`config.mk`:
```
export PLATFORM = sky130hd
export DESIGN_NAME = life_stepper
export DESIGN_NICKNAME = d
export VERILOG_FILES = /design/src/rtl/life_stepper.sv
export SDC_FILE = /design/constraint.sdc
export NUM_CORES = 1
export LEC_CHECK = 0
export CAP_MARGIN = 5
export CELL_PAD_IN_SITES_DETAIL_PLACEMENT = 0
export CELL_PAD_IN_SITES_GLOBAL_PLACEMENT = 1
export CORE_UTILIZATION = 41
export CTS_BUF_LIST = sky130_fd_sc_hd__clkbuf_16
export DETAILED_ROUTE_END_ITERATION = 12
export PLACE_DENSITY_LB_ADDON = 0.1
export SLEW_MARGIN = 20
export SYNTH_ARGS = -nofsm -noshare
export SYNTH_HDL_FRONTEND = slang
export SYNTH_SLANG_ARGS = --single-unit
```
`constraint.sdc`:
```
create_clock -name clk_in -period 6.3 [get_ports clk_in]
set_input_delay 0.945 -clock clk_in [delete_from_list [all_inputs] [get_ports clk_in]]
set_output_delay 0.945 -clock clk_in [all_outputs]
set_load 0.01 [all_outputs]
```
`src/rtl/life_stepper.sv`:
```
// Game-of-life generation engine: sweeps the current-generation buffer through a
// 3x3 column window and writes the next generation using runtime birth/survive masks.
module life_stepper #(
    parameter int  BOARD_W = 64,
    parameter int  BOARD_H = 48,
    parameter bit  WRAP    = 1'b0,
    localparam int AW      = $clog2(BOARD_W * BOARD_H)
) (
    input  logic          clk_in,
    input  logic          rst_in,
    input  logic          start_in,
    input  logic [8:0]    birth_in,
    input  logic [8:0]    survive_in,
    output logic          rd_en_out,
    output logic [AW-1:0] rd_addr_out,
    input  logic          rd_data_in,
    output logic          wr_en_out,
    output logic [AW-1:0] wr_addr_out,
    output logic          wr_data_out,
    output logic          busy_out,
    output logic          done_out,
    output logic [AW:0]   pop_out,
    output logic [15:0]   gen_count_out
);

    localparam int XW = $clog2(BOARD_W + 2);
    localparam int YW = $clog2(BOARD_H);

    typedef enum logic [1:0] {S_IDLE, S_PRIME, S_SWEEP, S_FLUSH} state_t;

    state_t          r_state;
    state_t          w_state_nxt;
    logic [XW-1:0]   r_k;          // window column slot; board x = r_k - 1
    logic [1:0]      r_r;          // row slot within a column: y-1, y, y+1
    logic [YW-1:0]   r_y;
    logic [8:0]      r_birth;
    logic [8:0]      r_survive;
    logic            r_d_vld;
    logic [1:0]      r_d_row;
    logic            r_d_wr;
    logic            r_d_zero;
    logic [1:0]      r_cur;
    logic [2:0]      r_col_a;
    logic [2:0]      r_col_b;
    logic [AW-1:0]   r_wr_addr;
    logic [AW:0]     r_pop_acc;
    logic [AW:0]     r_pop;
    logic [15:0]     r_gen;
    logic            r_done;

    logic            w_slot;
    logic            w_col_end;
    logic            w_x_lo;
    logic            w_x_hi;
    logic            w_last_row;
    logic            w_oob;
    logic [XW-1:0]   w_rx;
    logic [YW-1:0]   w_ry;
    logic [AW-1:0]   w_rd_addr;
    logic            w_datum;
    logic [2:0]      w_col_new;
    logic [3:0]      w_n;
    logic            w_next;
    logic            w_wr_en;
    logic [AW:0]     w_pop_next;

    // Read-slot coordinates, with out-of-board slots folded back onto the torus.
    always_comb begin
        w_slot     = (r_state == S_PRIME) || (r_state == S_SWEEP);
        w_col_end  = (r_r == 2'd2);
        w_x_lo     = (r_k == '0);
        w_x_hi     = (r_k == XW'(BOARD_W + 1));
        w_last_row = (r_y == YW'(BOARD_H - 1));
        w_oob      = w_x_lo || w_x_hi || ((r_y == '0) && (r_r == 2'd0)) ||
                     (w_last_row && w_col_end);
        if (w_x_lo)      w_rx = XW'(BOARD_W - 1);
        else if (w_x_hi) w_rx = '0;
        else             w_rx = r_k - XW'(1);
        case (r_r)
            2'd0:    w_ry = (r_y == '0) ? YW'(BOARD_H - 1) : r_y - YW'(1);
            2'd1:    w_ry = r_y;
            default: w_ry = w_last_row ? '0 : r_y + YW'(1);
        endcase
        w_rd_addr = AW'(w_ry) * AW'(BOARD_W) + AW'(w_rx);
    end

    // Evaluate the centre column cell as the last datum of the leading column arrives.
    always_comb begin
        w_datum    = r_d_zero ? 1'b0 : rd_data_in;
        w_col_new  = {w_datum, r_cur[1], r_cur[0]};
        w_n        = 4'(r_col_a[0]) + 4'(r_col_a[1]) + 4'(r_col_a[2]) +
                     4'(r_col_b[0]) + 4'(r_col_b[2]) +
                     4'(w_col_new[0]) + 4'(w_col_new[1]) + 4'(w_col_new[2]);
        w_next     = r_col_b[1] ? r_survive[w_n] : r_birth[w_n];
        w_wr_en    = r_d_vld && r_d_wr;
        w_pop_next = r_pop_acc + (AW + 1)'(w_wr_en && w_next);
    end

    // NOTE: every signal gets a default before the case so no path leaves it unassigned (no latch).
    always_comb begin
        w_state_nxt = r_state;
        rd_en_out   = 1'b0;
        rd_addr_out = '0;
        case (r_state)
            S_IDLE:  if (start_in) w_state_nxt = S_PRIME;
            S_PRIME: if (w_col_end && (r_k == XW'(1))) w_state_nxt = S_SWEEP;
            S_SWEEP: if (w_col_end && w_x_hi) w_state_nxt = w_last_row ? S_FLUSH : S_PRIME;
            default: w_state_nxt = S_IDLE;
        endcase
        if (w_slot && (WRAP || !w_oob)) begin
            rd_en_out   = 1'b1;
            rd_addr_out = w_rd_addr;
        end
    end

    // NOTE: all state here uses non-blocking assignments so every register samples pre-edge values.
    always_ff @(posedge clk_in) begin
        if (rst_in) begin
            r_state   <= S_IDLE;
            r_k       <= '0;
            r_r       <= '0;
            r_y       <= '0;
            r_birth   <= '0;
            r_survive <= '0;
            r_d_vld   <= 1'b0;
            r_d_row   <= '0;
            r_d_wr    <= 1'b0;
            r_d_zero  <= 1'b0;
            r_cur     <= '0;
            r_col_a   <= '0;
            r_col_b   <= '0;
            r_wr_addr <= '0;
            r_pop_acc <= '0;
            r_pop     <= '0;
            r_gen     <= '0;
            r_done    <= 1'b0;
        end else begin
            r_state  <= w_state_nxt;
            r_d_vld  <= w_slot;
            r_d_row  <= r_r;
            r_d_wr   <= (r_state == S_SWEEP) && w_col_end;
            r_d_zero <= !WRAP && w_oob;
            r_done   <= (r_state == S_FLUSH);

            if ((r_state == S_IDLE) && start_in) begin
                r_k       <= '0;
                r_r       <= '0;
                r_y       <= '0;
                r_birth   <= birth_in;
                r_survive <= survive_in;
                r_wr_addr <= '0;
                r_pop_acc <= '0;
            end else if (w_slot) begin
                r_r <= w_col_end ? 2'd0 : r_r + 2'd1;
                if (w_col_end) begin
                    if (w_x_hi) begin
                        r_k <= '0;
                        if (!w_last_row) r_y <= r_y + YW'(1);
                    end else begin
                        r_k <= r_k + XW'(1);
                    end
                end
            end

            if (r_d_vld) begin
                case (r_d_row)
                    2'd0:    r_cur[0] <= w_datum;
                    2'd1:    r_cur[1] <= w_datum;
                    default: begin
                        r_col_a <= r_col_b;
                        r_col_b <= w_col_new;
                    end
                endcase
            end

            if (w_wr_en) begin
                r_wr_addr <= r_wr_addr + AW'(1);
                r_pop_acc <= w_pop_next;
            end

            if (r_state == S_FLUSH) begin
                r_pop <= w_pop_next;
                r_gen <= r_gen + 16'd1;
            end
        end
    end

    assign wr_en_out     = w_wr_en;
    assign wr_addr_out   = w_wr_en ? r_wr_addr : '0;
    assign wr_data_out   = w_wr_en && w_next;
    assign busy_out      = (r_state != S_IDLE);
    assign done_out      = r_done;
    assign pop_out       = r_pop;
    assign gen_count_out = r_gen;

endmodule
```
==> results.toml <==
[run_status]
result_of_the_run = "finished, final reports clean"

[timing]
timing.max_slew.rel_slack_pct = 37.83
fmaxAchievable_ghz = 0.1733
timing_worst_slew_pin_value_ns = 0.9325
rsz0062_at_grt = "no"
hold_violations = 0
maxSlewViolCount = 0
clock-skew-final_ns = 0.006460
setup_viol = 0
share_of_the_cycle_needed_by_the_critical_path_after_routing_pct = 91.58
period_minus_slack_ns = 5.770
fin_setup_tns_ns = 0

[cells_and_area]
layout_commonest_cell = "sky130_fd_sc_hd__dfxtp_1"
syn_to_final_growth_pct = 20.52
num-nets-final = 759
final_cell_mix = "sky130_fd_sc_hd__dfxtp_1 (103), sky130_fd_sc_hd__nor2_1 (86), sky130_fd_sc_hd__clkdlybuf4s50_1 (78)"
final.fill_count = 1300
diodes = 0
final-instance-count-excl-fill = 890
final_layout_size_suffix_gt1_share_pct = 4.596

[setup_path]
worstSetupPathType = "register to output port"
r2r_start = "r_cur[0]"
worst_setup_path_end_kind = "output port"
startpoint_type = "register"
crit_chain = "inv_1 > fa_1 > fa_1 > inv_1 > fa_1 > ha_1 > inv_1 > fa_1 > mux4_2 > mux2i_1 > o21ai_0 > a21oi_1 > nor3b_1 > clkdlybuf4s50_1"
worst-endpoint-arrival_ns = 4.82
timing.critical_path.required_ns = 5.35
critical_path.max_fanout = 5
timing.critical_path.slowest_stage_cell = "sky130_fd_sc_hd__clkdlybuf4s50_1"
cpPeakStageDelay_ns = 0.65
critPathMostFrequentCell = "sky130_fd_sc_hd__fa_1"
setup.reg_to_reg.worst_slack_ns = 0.81
reg2reg_to = "r_pop_acc[10]"
worst_r2r_path_depth = 20

[clock_network]
post_cts_resize_count = 0
cts_hold_repair_buffers = 0
clock_tree.root_cell = "sky130_fd_sc_hd__clkbuf_16"
clockBufferDepth = 2
clkSinkCount = 103
h-tree-depth = 3
clock_tree_from_tritoncts = "done"
cts_made_buffers = 9
insertion_delay_ns = 0.35
post-cts-setup-buffers = 0
cts.reportedPaths.clkPinSlew_ns = 0.07

[power]
ir_worst_vdd_mv = 0.1395
total_power_mw = 1.560
p_leak_nw = 2.356
power_density_nw_per_um2 = 240.1

[global_routing]
via_count_of_the_first_global_routing_pass = 4249
antenna_found_initial = 0
grt.overflow.total = 0
total_routing_resource_utilization_after_global_routing_pct = 19.06
grt_pass1_wl_um = 20360
grt_start_max_net_pins = 90

[synthesis]
synth-seq-area-share_pct = 38.25
fraction_of_synthesis_flops_using_an_asynchronous_set_or_reset_pin_pct = 0
netlist_area_um2 = 5390
synthesis.instances = 661
yosysUniqueCellTypes = 60
avgSynthCellArea_um2 = 8.155
synth_enable_flop_cells = 0
yosys_most_used_dff = "sky130_fd_sc_hd__dfxtp_1"
yosys_warn_count = 0
yosys_register_bits = 103
postSynthNetCount = 706

[hold_path]
holdPathEnd = "r_birth[2]"
hold_path.startpoint = "r_birth[2]"
timing.hold.worst_path_depth = 2
hold_class = "register to register"

[floorplanning]
fp-row-count = 41
placeableCoreArea_um2 = 12720
effective_utilization_at_floorplan_pct = 42.37
fp.dieW_um = 116.7
boundary_pin_count = 80
fp.dieH_um = 116.7
design.die.area_um2 = 13610

[drt]
routed_wirelength_um = 12450
detail_route.iter0.violations = 285
drc = 0
antenna_left = 0
route.detailed.wl_per_inst_um = 13.99
firstDrtPassIters = 4
drt-vias-per-instance = 5.274
route.vias.total = 4694

[place]
gp_congestion = 0.8226
io_buffers = 79
dp_cells = 875
hpwlAfterDp_um = 8779

[flow_run]
cap_violations = 0
## synthesized netlist by cell type (9+ instances only)
| master | number | share of area, % |
|---|---|---|
| sky130_fd_sc_hd__xor2_1 | 17 | 2.8 |
| sky130_fd_sc_hd__nor3_1 | 10 | 0.93 |
| sky130_fd_sc_hd__nand2_1 | 70 | 4.9 |
| sky130_fd_sc_hd__a21oi_1 | 58 | 5.4 |
| sky130_fd_sc_hd__o21ai_0 | 21 | 1.9 |
| sky130_fd_sc_hd__nor2_1 | 86 | 6.0 |
| sky130_fd_sc_hd__inv_1 | 31 | 2.2 |
| sky130_fd_sc_hd__a211oi_1 | 14 | 1.9 |
| sky130_fd_sc_hd__or3_1 | 13 | 1.5 |
| sky130_fd_sc_hd__xnor2_1 | 20 | 3.2 |
| sky130_fd_sc_hd__clkbuf_1 | 28 | 1.9 |
| sky130_fd_sc_hd__mux2i_1 | 9 | 1.7 |
| sky130_fd_sc_hd__dfxtp_1 | 103 | 38 |
| sky130_fd_sc_hd__nand3_1 | 25 | 2.3 |
| sky130_fd_sc_hd__ha_1 | 19 | 4.4 |
| sky130_fd_sc_hd__nand4_1 | 10 | 1.2 |
| sky130_fd_sc_hd__and3_1 | 20 | 2.3 |
## flip-flops by register name (all words and copies together) (netlist names)
register	cells
r_birth	9
done_out	1
gen_count_out	16
r_col_a	3
r_state	2
r_y	6
r_cur	2
pop_out	13
r_d_row	2
r_d_wr	1
r_r	2
r_d_vld	1
r_wr_addr	12
r_pop_acc	13
r_survive	9
r_k	7
r_d_zero	1
r_col_b	3
## kinds of logic after synthesis
family          after synthesis  synth area share (%)
mux                          16                 3.969
fa+ha+maj                    23                 5.896
xor+xnor                     37                 6.012
flops                       103                 38.25
simple gates                280                 25.23
buf+inv                      70                 5.223
compound gates              132                 15.41
## layer usage
layer  routed length [um]  vias up  part of all wire (%)  track usage, %
li1                     -     2406                     -               -
met1                 6067     2201                    49           25.26
met2                 5775       74                    46           30.53
met3                  414       13                   3.3           3.736
met4                  194        0                   1.6           7.426
met5                    0        -                     0               0
## where the power goes
group          switching (mW)  total (mW)  leakage [nW]  internal, mW
clock                   0.237       0.497         0.130         0.261
sequential             0.0474       0.739         0.833         0.692
combinational           0.188       0.324          1.39         0.135
total                   0.472        1.56          2.36          1.09
## through the flow
stage / setup WS [ns] / instance area [um2] / hold slack, ns / util, %
after floorplan: 1.324 / 5390 / 0.4329 / -
after global placement: 0.7599 / 6241 / 0.4438 / 49.06
after detailed placement: 0.6109 / 6241 / 0.4539 / 49.06
after CTS: 0.5110 / 6496 / 0.4629 / 51.06
after global routing: 0.3195 / 6496 / 0.4757 / 51.06
final: 0.5304 / 6496 / 0.4611 / 51.06
## critical path, delay by kind of cell, from the launching register on
kind | cells | cell delay (ns)
adder cells (fa/ha/maj) | 5 | 2.27
AO/OA/AOI/OAI | 2 | 0.24
buffers and inverters | 4 | 0.83
multiplexers | 2 | 0.33
AND/OR/NAND/NOR | 1 | 0.47
flip-flops | 1 | 0.33
## worst max path at each step
stage | start | slack, ns | cells after the start | to
after floorplan | r_cur[0] | 1.32 | 20 | r_pop_acc[10]
after global placement | rd_data_in | 0.76 | 18 | r_pop_acc[10]
after detailed placement | rd_data_in | 0.61 | 18 | r_pop_acc[10]
after CTS | r_cur[0] | 0.51 | 14 | wr_data_out
after global routing | r_cur[0] | 0.32 | 14 | wr_data_out
final | r_cur[0] | 0.53 | 14 | wr_data_out
## final cells by class
| type | count | area [um2] | area share [%] |
|---|---|---|---|
| multi-input cells | 488 | 3047 | 46.90 |
| flip-flops and latches | 103 | 2062 | 31.74 |
| repair buffers | 81 | 800.8 | 12.33 |
| clock buffers | 9 | 225.2 | 3.467 |
| well taps | 172 | 215.2 | 3.313 |
| inverters | 31 | 116.4 | 1.791 |
| clock inverters | 6 | 30.03 | 0.4622 |
(Power assumes the default switching activity.)
